--- src/rtl/mips_boot_sequencer.sv ---
// mips_boot_sequencer: streams a program into IM and operands into DM, then runs the core until halt or budget
module mips_boot_sequencer #(
  parameter int IM_DEPTH = 128,
  parameter int DM_DEPTH = 512,
  localparam int IAW = $clog2(IM_DEPTH)
) (
  input  logic           clk,
  input  logic           rst,
  input  logic           start_i,
  input  logic [7:0]     im_words_i,
  input  logic [9:0]     dm_words_i,
  input  logic [31:0]    run_cycles_i,
  input  logic           s_valid_i,
  input  logic [31:0]    s_data_i,
  output logic           s_ready_o,
  output logic           im_we_o,
  output logic [IAW-1:0] im_addr_o,
  output logic [31:0]    im_d_o,
  output logic           dm_sel_o,
  output logic           ld_dm_we_o,
  output logic [15:0]    ld_dm_address_o,
  output logic [31:0]    ld_dm_d_o,
  output logic           cpu_rst_n_o,
  input  logic [31:0]    cpu_pc_i,
  output logic           busy_o,
  output logic           done_o,
  output logic           timeout_o,
  output logic [31:0]    cycle_count_o
);
  typedef enum logic [2:0] {IDLE, LOAD_IM, LOAD_DM, RELEASE, RUN, DONE} state_t;
  state_t state_q;
  logic s_ready_q, im_we_q, dm_sel_q, ld_dm_we_q, cpu_rst_n_q, timeout_q;
  logic [IAW-1:0] im_addr_q;
  logic [15:0] ld_dm_address_q;
  logic [31:0] im_d_q, ld_dm_d_q, budget_q, prev_pc_q, cycle_count_q;
  logic [7:0] im_n_q, im_n;
  logic [9:0] dm_n_q, dm_n, k_q;
  logic xfer, im_last, dm_last, halt;
  logic [31:0] cc_inc;
  assign im_n = (im_words_i > 8'(IM_DEPTH)) ? 8'(IM_DEPTH) : im_words_i;
  assign dm_n = (dm_words_i > 10'(DM_DEPTH)) ? 10'(DM_DEPTH) : dm_words_i;
  assign xfer = s_valid_i & s_ready_q;
  assign im_last = k_q == 10'(im_n_q) - 10'd1;
  assign dm_last = k_q == dm_n_q - 10'd1;
  assign cc_inc = cycle_count_q + 32'd1;
  // cycle_count is still 0 in the first RUN cycle, so it doubles as the "have a previous PC" flag
  assign halt = (cycle_count_q != 32'd0) && (cpu_pc_i == prev_pc_q);
  always_ff @(posedge clk) begin
    if (rst) begin
      state_q <= IDLE;
      s_ready_q <= 1'b0;
      im_we_q <= 1'b0;
      dm_sel_q <= 1'b0;
      ld_dm_we_q <= 1'b0;
      cpu_rst_n_q <= 1'b0;
      timeout_q <= 1'b0;
      im_addr_q <= '0;
      ld_dm_address_q <= '0;
      im_d_q <= '0;
      ld_dm_d_q <= '0;
      budget_q <= '0;
      prev_pc_q <= '0;
      cycle_count_q <= '0;
      im_n_q <= '0;
      dm_n_q <= '0;
      k_q <= '0;
    end else begin
      im_we_q <= 1'b0;
      ld_dm_we_q <= 1'b0;
      case (state_q)
        IDLE, DONE: if (start_i) begin
          im_n_q <= im_n;
          dm_n_q <= dm_n;
          budget_q <= run_cycles_i;
          cycle_count_q <= '0;
          timeout_q <= 1'b0;
          k_q <= '0;
          im_addr_q <= '0;
          ld_dm_address_q <= '0;
          state_q <= (im_n != 8'd0) ? LOAD_IM : (dm_n != 10'd0) ? LOAD_DM : RELEASE;
          s_ready_q <= (im_n != 8'd0) || (dm_n != 10'd0);
          dm_sel_q <= (im_n == 8'd0) && (dm_n != 10'd0);
        end
        LOAD_IM: if (xfer) begin
          im_we_q <= 1'b1;
          im_addr_q <= k_q[IAW-1:0];
          im_d_q <= s_data_i;
          k_q <= im_last ? '0 : k_q + 10'd1;
          if (im_last) begin
            s_ready_q <= 1'b0;
            state_q <= (dm_n_q != 10'd0) ? LOAD_DM : RELEASE;
            dm_sel_q <= dm_n_q != 10'd0;
          end
        end
        LOAD_DM: begin
          // re-raises ready after the one-cycle gap that follows the IM phase
          s_ready_q <= !(xfer && dm_last);
          if (xfer) begin
            ld_dm_we_q <= 1'b1;
            ld_dm_address_q <= 16'(k_q);
            ld_dm_d_q <= s_data_i;
            k_q <= dm_last ? '0 : k_q + 10'd1;
            if (dm_last) state_q <= RELEASE;
          end
        end
        RELEASE: begin
          dm_sel_q <= 1'b0;
          k_q <= k_q[0] ? '0 : 10'd1;
          if (k_q[0]) begin
            state_q <= RUN;
            cpu_rst_n_q <= 1'b1;
          end
        end
        RUN: begin
          cycle_count_q <= cc_inc;
          prev_pc_q <= cpu_pc_i;
          if (halt || (budget_q != 32'd0 && cc_inc == budget_q)) begin
            state_q <= DONE;
            cpu_rst_n_q <= 1'b0;
            timeout_q <= !halt;
          end
        end
        default: ;
      endcase
    end
  end
  assign s_ready_o = s_ready_q;
  assign im_we_o = im_we_q;
  assign im_addr_o = im_addr_q;
  assign im_d_o = im_d_q;
  assign dm_sel_o = dm_sel_q;
  assign ld_dm_we_o = ld_dm_we_q;
  assign ld_dm_address_o = ld_dm_address_q;
  assign ld_dm_d_o = ld_dm_d_q;
  assign cpu_rst_n_o = cpu_rst_n_q;
  assign busy_o = (state_q != IDLE) && (state_q != DONE);
  assign done_o = state_q == DONE;
  assign timeout_o = timeout_q;
  assign cycle_count_o = cycle_count_q;
endmodule
--- config.mk ---
export PLATFORM = sky130hd
export DESIGN_NAME = mips_boot_sequencer
export DESIGN_NICKNAME = d
export VERILOG_FILES = /design/src/rtl/mips_boot_sequencer.sv
export SDC_FILE = /design/constraint.sdc
export NUM_CORES = 1
export LEC_CHECK = 0
export ABC_AREA = 1
export CORE_MARGIN = 5
export CORE_UTILIZATION = 45
export DETAILED_ROUTE_END_ITERATION = 10
export PLACE_DENSITY = 0.73
export SKIP_LAST_GASP = 1
export SLEW_MARGIN = 5
export SYNTH_ARGS = -nofsm -noshare
export SYNTH_HDL_FRONTEND = slang
export SYNTH_SLANG_ARGS = --single-unit
--- constraint.sdc ---
create_clock -name clk -period 4.5 [get_ports clk]
set_clock_uncertainty 0.05 [all_clocks]
set_input_delay 0.9 -clock clk [delete_from_list [all_inputs] [get_ports clk]]
set_output_delay 0.9 -clock clk [all_outputs]
set_load 0.01 [all_outputs]
* Yosys cells after proc, flatten, opt, wreduce, memory -nomap -nowiden
Cells that the tools add are included.
Widths: inputs -> output; s select.
** Storage, ports and cells
- Output and inout port bits :: 127
- Logic and storage cells :: 126
- Input bits :: 118
- Register bits after elaboration :: 220
** Cells by class
- Order comparisons :: 2
- Add/sub/neg operators :: 4
- Equality and inequality tests :: 17
- Reductions and logical operators :: 40
- Mux-type cells :: 43
- Bitwise logic cells :: 3
** Operator list (count)
- $eq 32x32->1 :: 2
- $pmux 32 s2 :: 1
- $reduce_bool 32->1 :: 2
- $mux 10 :: 6
- $pmux 10 s4 :: 1
- $add 32x1->32 const B :: 1
- $mux 16 :: 2
- $mux 32 :: 1
- $pmux 16 s2 :: 1
- $mux 3 :: 7
- $eq 10x10->1 :: 2
- $reduce_bool 10->1 :: 2
- $pmux 3 s5 :: 1
- $mux 1 :: 14
- $mux 7 :: 2
- $ne 2x2->1 const B :: 7
- $pmux 7 s2 :: 1
- $reduce_and 3->1 :: 4
- $reduce_and 4->1 :: 3
- $add 10x1->10 const B :: 1
- $gt 10x10->1 const B :: 1
- $sub 10x1->10 const B :: 1
- $reduce_bool 3->1 :: 3
- $sub 8x1->9 const B :: 1
- 23 further kinds :: 42

* Logic depth before layout (Yosys ltp)
Gate-level depths: netlist of run 1.
- Depth in word-level cells :: 7
- Depth in mapped cells :: 18
- Depth with buffers taken out :: 18

* Worst setup path before layout of run 1
No wires, ideal clock.
- Path type :: input -> register
- From :: in dm_words_i[7]
- To :: reg state_q[0]
- Data required time :: 4335 ps
- Buffers on the path :: 0
- Library setup time :: 115 ps
- Data arrival time :: 2411 ps
- Stages on the path :: 9
- Setup slack :: 1924 ps
- Cells stage by stage :: or2_2 > o41ai_1 > nand2_1 > nand2_1 > nand4_1 > nand2_1 > nand3_1 > nand2_1 > nor2_1
** Between the ends
- Cells in the longest elaborated chain, start to end :: 7
** RTL lines
- from (decl) :: line 11 : input logic [9:0] dm_words_i,
- $gt 10x10->1 :: line 41 : assign dm_n = (dm_words_i > 10'(DM_DEPTH)) ? 10'(DM_DEPTH) : dm_words_i;
- $mux 10 (*) :: line 41
- $reduce_bool 10->1 (*) :: line 80 : state_q <= (im_n != 8'd0) ? LOAD_IM : (dm_n != 10'd0) ? LOAD_DM : RELEASE;
- $mux 1 (*) :: line 80
- $mux 2 (*) :: line 80
- $mux 3 (*) :: line 71 : IDLE, DONE: if (start_i) begin
- $pmux 3 s5 (*) :: line 70 : case (state_q)
- to (signal assigned) :: line 80
- to (signal assigned) :: line 91 : state_q <= (dm_n_q != 10'd0) ? LOAD_DM : RELEASE;
- to (decl) :: line 31 : state_t state_q;
Every way passes the cells marked *; elsewhere a longest branch is shown, timed or not. The select of a mux whose other input is x is not followed.
A chain may end at the register's enable or synchronous reset.

* Worst setup path after layout of run 1
- From :: reg state_q[0]
- To :: out busy_o
** Between the ends
- Cells in the longest elaborated chain, start to end :: 2
- Elaborated cells between the ends (all ways) :: 3
** RTL lines
- $ne 3x3->1 / $reduce_bool 3->1 (equally long branches) :: line 136 : assign busy_o = (state_q != IDLE) && (state_q != DONE);
- $logic_and 1x1->1 (*) :: line 136
- to (decl) :: line 25 : output logic busy_o,
Every way passes the cells marked *; elsewhere a longest branch is shown, timed or not.

==> run summary, run 1 <==
Routed Wire Length = 33.5 mm
WL/cell = 15.8 µm
Max Slew Vio Count = 0
nets = 1920
Die Ht = 164 µm
Unique masters post-synth = 43
top post-synthesis cells by area = dfxtp_1 (40%), nor2_1 (13%), nand2_1 (11%), o21ai_0 (7.5%), a21oi_1 (4.7%)
critical-path cell list = inv_1 > nor2_1 > nor3_1 > inv_1 > clkdlybuf4s50_1
Max Root-Sink Buffers = 3
Final Hold Fails = 0
initial core utilization = 45.5%
setup repair bufs after CTS = 0
RR Endpoint = im_addr_o[0]
startpoint types = flop
crit path DAT = 2230 ps
Worst Hold Class = flop to flop
Vias = 11000
largest net degree at the start of global routing = 70
EDFF count, synth = 0
RSZ-0062 raised after global routing = no
mapped cell area = 10600 µm²
Worst path max stage delay = 580 ps
RD Place Congestion = 0.931
max_cap viols = 0
HPWL Detailed = 24.4 mm
Root Driver = clkbuf_16
DRT iter0 DRCs = 666
Final period util = 70.7%
clock sinks = 214
maximum fanout along the worst path = 6
First-pass DRT Iterations = 6
Cell Rows = 56
Area after DPL = 13200 µm²
critical path's most frequent cell = inv_1
initial antenna violation count = 0
chip width = 164 µm
share of the synthesized area in the top cell type = 40.3%
first-pass GRT wire length = 53.5 mm
Yosys reg bits = 214
Cells after DPL = 2089
CP endpoint = busy_o
WP buf/inv = 3
# IOs = 245
Most used DFF post-synth = dfxtp_1
post-layout minimum cycle time = 3180 ps
Leak = 0.00556 µW
diode count = 0
register area share after synthesis = 40.3%
Critical-path top delay cell = clkdlybuf4s50_1
Synth area leader = dfxtp_1
Vias/cell = 5.15
Crit path max-delay family = buffers and inverters
Hold Path Stages = 2
Final setup viols = 0
pwr dens = 433 nW/µm²
Resize count post-CTS = 0
status = finished clean
Die Area = 26800 µm²
CTS Hold Bufs = 0
Synth warnings = 0
Final Non-Filler Cells = 2129
Syn Area/Cell = 6.69 µm²
Worst-Margin Slew = 1110 ps
CTS tree = done
Peak VDD IR = 0.000305 V
Clk Latency, worst-skew pair = 520 ps
f_max = 0.314 GHz
Rel. slew slack = 26.0%
CTS H-tree lvls = 1
residual DRC count = 0
ANT nets after route = 0
crit path from = state_q[0]
Worst Setup End Kind = primary output
worst r2r path cells = 10
Post-synth ARST share = 0%
fraction of layout cells with a size suffix above 1 = 4.36%
CP Class = flop to primary output
r2r startpoint = state_q[1]
Post-Synthesis Cells = 1589
Critical Path RT = 3550 ps
Crit. path cell count = 5
setup total negative slack = 0 ps
global route overflow = 0
GRT Total Usage = 24.2%
flop-to-flop setup slack = 1370 ps
CORE AREA = 23300 µm²
clock-pin slew on the worst setup and hold paths = 60 ps
vias in the first global route = 10600
Synth-to-Final Area Change = 31.4%
Finished Cell Area = 14000 µm²
cts bufs inserted = 24
input/output buffers = 238
==> sequential cells by signal (all words and copies together), names as in the netlist <==
signal	count
ld_dm_address_o	10
cycle_count_o	32
im_d_o	32
timeout_o	1
ld_dm_d_o	32
budget_q	32
im_n_q	8
im_addr_o	7
dm_sel_o	1
im_we_o	1
s_ready_o	1
dm_n_q	10
cpu_rst_n_o	1
prev_pc_q	32
state_q	3
k_q	10
ld_dm_we_o	1
==> cells by family (layout without fill, tap and decap cells) <==
| group | after synthesis | after routing | synth area share [%] |
|---|---|---|---|
| flops | 214 | 214 | 40.3 |
| compound gates | 282 | 282 | 13.8 |
| xor+xnor | 66 | 66 | 5.83 |
| fa+ha+maj | 6 | 6 | 0.706 |
| simple gates | 830 | 830 | 32.3 |
| buf+inv | 190 | 406 | 6.99 |
| other cells | 1 | 6 | 0.0353 |
==> worst min-delay path by stage <==
stage,startpoint,endpoint
floorplan,budget_q[11],budget_q[11]
global placement,cpu_rst_n_o,cpu_rst_n_o
detailed placement,cpu_rst_n_o,cpu_rst_n_o
CTS,cpu_rst_n_o,cpu_rst_n_o
global route,cpu_rst_n_o,cpu_rst_n_o
finish,cpu_rst_n_o,cpu_rst_n_o
==> cell usage after synthesis (6+ instances only) <==
cell type	n
a211oi_1	7
a21oi_1	99
buf_2	6
buf_4	6
clkbuf_1	61
dfxtp_1	214
ha_1	6
inv_1	111
nand2_1	315
nand2_2	6
nand3_1	86
nand4_1	21
nor2_1	361
nor3_1	12
o21ai_0	159
or2_2	6
xnor2_1	33
xor2_1	30
==> report_power, final <==
part	internal [µW]	switching, µW	leakage, µW
clock network	1100	777	0.000363
registers	2160	206	0.00174
logic	748	1060	0.00345
==> per-layer routing <==
metal / up-vias / wire length (µm) / global-route usage (%)
met5: - / 0 / 0
met4: 0 / 953 / 6.82
met3: 67 / 3760 / 9.08
met2: 422 / 15300 / 39.9
met1: 4968 / 13500 / 29.8
li1: 5515 / - / -
==> layout make-up <==
type | instances | area [µm²]
Tap cell | 319 | 399
Timing Repair Buffer | 251 | 2470
Multi-Input combinational cell | 1190 | 5630
Fill cell | 2161 | 9370
Clock inverter | 4 | 56.3
Clock buffer | 36 | 686
Inverter | 115 | 433
Sequential cell | 214 | 4280
==> tightest hold or removal path: stages (launching register included) <==
cell and delay [ps]:
dfxtp_1 310, nand2_1 60, a21oi_1 50
==> placed cells by master (no fill, tap or decap), types with 2 or more instances in the layout <==
master,n
a211oi_1,7
a21oi_1,99
a22oi_1,2
a31oi_1,3
and2_1,3
buf_4,13
clkbuf_1,8
clkbuf_16,24
clkbuf_8,4
clkdlybuf4s50_1,237
clkinv_2,3
conb_1,6
dfxtp_1,214
ha_1,6
inv_1,110
inv_2,3
nand2_1,315
nand2_2,6
nand3_1,86
nand3b_1,4
nand4_1,21
nor2_1,357
nor2_2,8
nor2_4,4
nor3_1,12
nor4_1,3
o211ai_1,2
o21a_1,2
o21ai_0,159
o21ai_1,2
o22ai_1,2
or2_2,6
xnor2_1,33
xnor3_1,3
xor2_1,30
==> per-stage QoR <==
step                      worst slack, ps  utilization (%)  hold WS, ps  total power (µW)
after floorplan                      1920                -          407              3470
after global placement               1190             56.7          398              4150
after detailed placement             1160             56.7          403              4180
after CTS                            1300             59.8          412              6080
after global routing                 1020             59.8          441              6410
final                                1320             59.8          408              6050
No activity file was read; power rests on OpenSTA's default activity.
==> run 2, diff against run 1 <==
clock period = 3.1 ns   (was 4.5 ns; I/O delays follow)
==> run 2 against run 1 <==
Die area unchanged; combinational power up 48%; critical path depth unchanged; global-route usage increased by 0.56 points; count of clock-buffer cells in the layout rose by 5.
==> run summary, run 2 (same netlist as run 1, synthesis figures left out) <==
vias in the first global route = 10700 (+0.67%)
Resize count post-CTS = 0 (unchanged)
CP Class = flop to primary output
post-layout minimum cycle time = 2880 ps
diode count = 0 (unchanged)
first-pass GRT wire length = 54.3 mm (+1.5%)
status = finished clean
Root Driver = clkbuf_16
Worst Setup End Kind = primary output
Vias/cell = 5.07 (-1.6%)
critical-path cell list = inv_1 > nor2_1 > nor3_1 > inv_1 > clkdlybuf4s50_1
clock-pin slew on the worst setup and hold paths = 60 ps (about the same)
clock sinks = 214 (unchanged)
initial antenna violation count = 0 (unchanged)
Int Power = 6080 µW (+52%)
Die Ht = 164 µm (unchanged)
Worst Hold Class = flop to flop
Worst path max stage delay = 590 ps (about the same)
setup repair bufs after CTS = 0 (unchanged)
most frequent cells in the layout = nor2_1 (357), nand2_1 (315), clkdlybuf4s50_1 (237), dfxtp_1 (214), o21ai_0 (159)
Final period util = 93.0%
Routed Wire Length = 34.0 mm (+1.5%)
startpoint types = flop
critical path's most frequent cell = inv_1
maximum fanout along the worst path = 6 (unchanged)
HPWL Detailed = 24.8 mm (+1.9%)
commonest non-fill, non-tap cell in the layout = nor2_1
Peak VDD IR = 0.000467 V (+53%)
f_max = 0.347 GHz
largest net degree at the start of global routing = 74 (+5.7%)
Rel. slew slack = 47.0% (+21 points)
Sw Ratio = 33.2% (-0.46 points)
Die Area = 26800 µm² (unchanged)
nets = 1936 (+0.83%)
Final setup viols = 0 (unchanged)
Synth-to-Final Area Change = 33.6%
initial core utilization = 45.5% (unchanged)
# fillers = 2179 (+0.83%)
Leak = 0.00569 µW (+2.5%)
clock power share = 32.8% (+1.7 points)
part of the power in combinational logic = 29.3% (-0.5 points)
CTS H-tree lvls = 1 (unchanged)
max_cap viols = 0 (unchanged)
Worst-Margin Slew = 795 ps (-313 ps)
ANT nets after route = 0 (unchanged)
input/output buffers = 238 (unchanged)
Max Root-Sink Buffers = 3 (unchanged)
CTS tree = done
GRT Total Usage = 24.8% (+0.56 points)
P_sw = 3030 µW (+48%)
Critical Path RT = 2430 ps (-1120 ps)
setup total negative slack = 0 ps (unchanged)
Final Hold Fails = 0 (unchanged)
crit path DAT = 2210 ps (-20 ps)
fraction of layout cells with a size suffix above 1 = 5.52% (+1.2 points)
CTS Hold Bufs = 0 (unchanged)
Max Slew Vio Count = 0 (unchanged)
RD Place Congestion = 0.975 (+4.7%)
DRT iter0 DRCs = 591 (-11%)
Vias = 10900 (-0.67%)
# IOs = 245 (unchanged)
pre-CTS setup slack = 385 ps (-775 ps)
First-pass DRT Iterations = 5 (-1)
WL/cell = 15.8 µm (+0.59%)
pwr dens = 641 nW/µm² (+48%)
Cell Rows = 56 (unchanged)
Clk Latency, worst-skew pair = 530 ps (about the same)
chip width = 164 µm (unchanged)
cts bufs inserted = 25 (+4.2%)
sequential share of power = 37.8% (-1.3 points)
global route overflow = 0 (unchanged)
RSZ-0062 raised after global routing = no
Critical-path top delay cell = clkdlybuf4s50_1
residual DRC count = 0 (unchanged)
CORE AREA = 23300 µm² (unchanged)
Final WS setup = 216 ps (-1100 ps)
[run 2: cell count changes in the layout (fill, tap and decap cells not counted), sizes merged]
cell / previous run / this run
inv: 113 / 115
buf: 14 / 29
clkbuf: 36 / 41
clkinv: 5 / 3
[run 2: layout make-up]
type	count	area (µm²)	share of cell area (%)
inverter	115	433	3.05
multi-input combinational	1190	5630	39.7
tap	319	399	2.81
timing repair buffer	266	2600	18.3
sequential	214	4280	30.2
clock buffer	41	786	5.54
clock inverter	4	63.8	0.450
[run 2: path summary, 6_finish.rpt]
path	to	slack, ps	cells past startpoint	from
hold / removal	cpu_rst_n_o	420	2	cpu_rst_n_o
hold reg to reg	cpu_rst_n_o	420	2	cpu_rst_n_o
setup / recovery	busy_o	220	5	state_q[0]
setup reg to reg	state_q[2]	360	16	cycle_count_o[0]
[run 2: metal layers]
| layer | up-vias | wire length [µm] | GRT usage (%) |
|---|---|---|---|
| met5 | - | 0 | 0 |
| met4 | 0 | 1020 | 7.09 |
| met3 | 67 | 3380 | 8.18 |
| met2 | 386 | 15400 | 40.2 |
| met1 | 4904 | 14300 | 31.6 |
| li1 | 5542 | - | - |
[run 2: through the flow]
stage	util, %	instance area [µm²]	hold WS [ps]	cells	total power (µW)
2_1_floorplan	-	10600	407	1594	5040
3_3_place_gp	57.2	13300	400	2104	6130
3_5_place_dp	57.2	13300	410	2104	6150
4_1_cts	60.8	14200	418	2149	9180
5_1_grt	60.8	14200	448	2149	9670
6_report	60.8	14200	416	2149	9100
[run 2: power by group through the flow]
| stage | combinational, µW | sequential [µW] | clock (µW) |
|---|---|---|---|
| CTS | 2680 | 3440 | 3060 |
| detailed placement | 2670 | 3490 | 0 |
| global placement | 2640 | 3480 | 0 |
| global route | 2980 | 3490 | 3200 |
| finish | 2670 | 3440 | 2990 |
| floorplan | 1570 | 3470 | 0 |
[run 2: critical path: cells and delay by family, from the launching register on]
kind / cells / cell delay, ps
buf+inv: 3 / 850
flops: 1 / 420
simple gates: 2 / 410
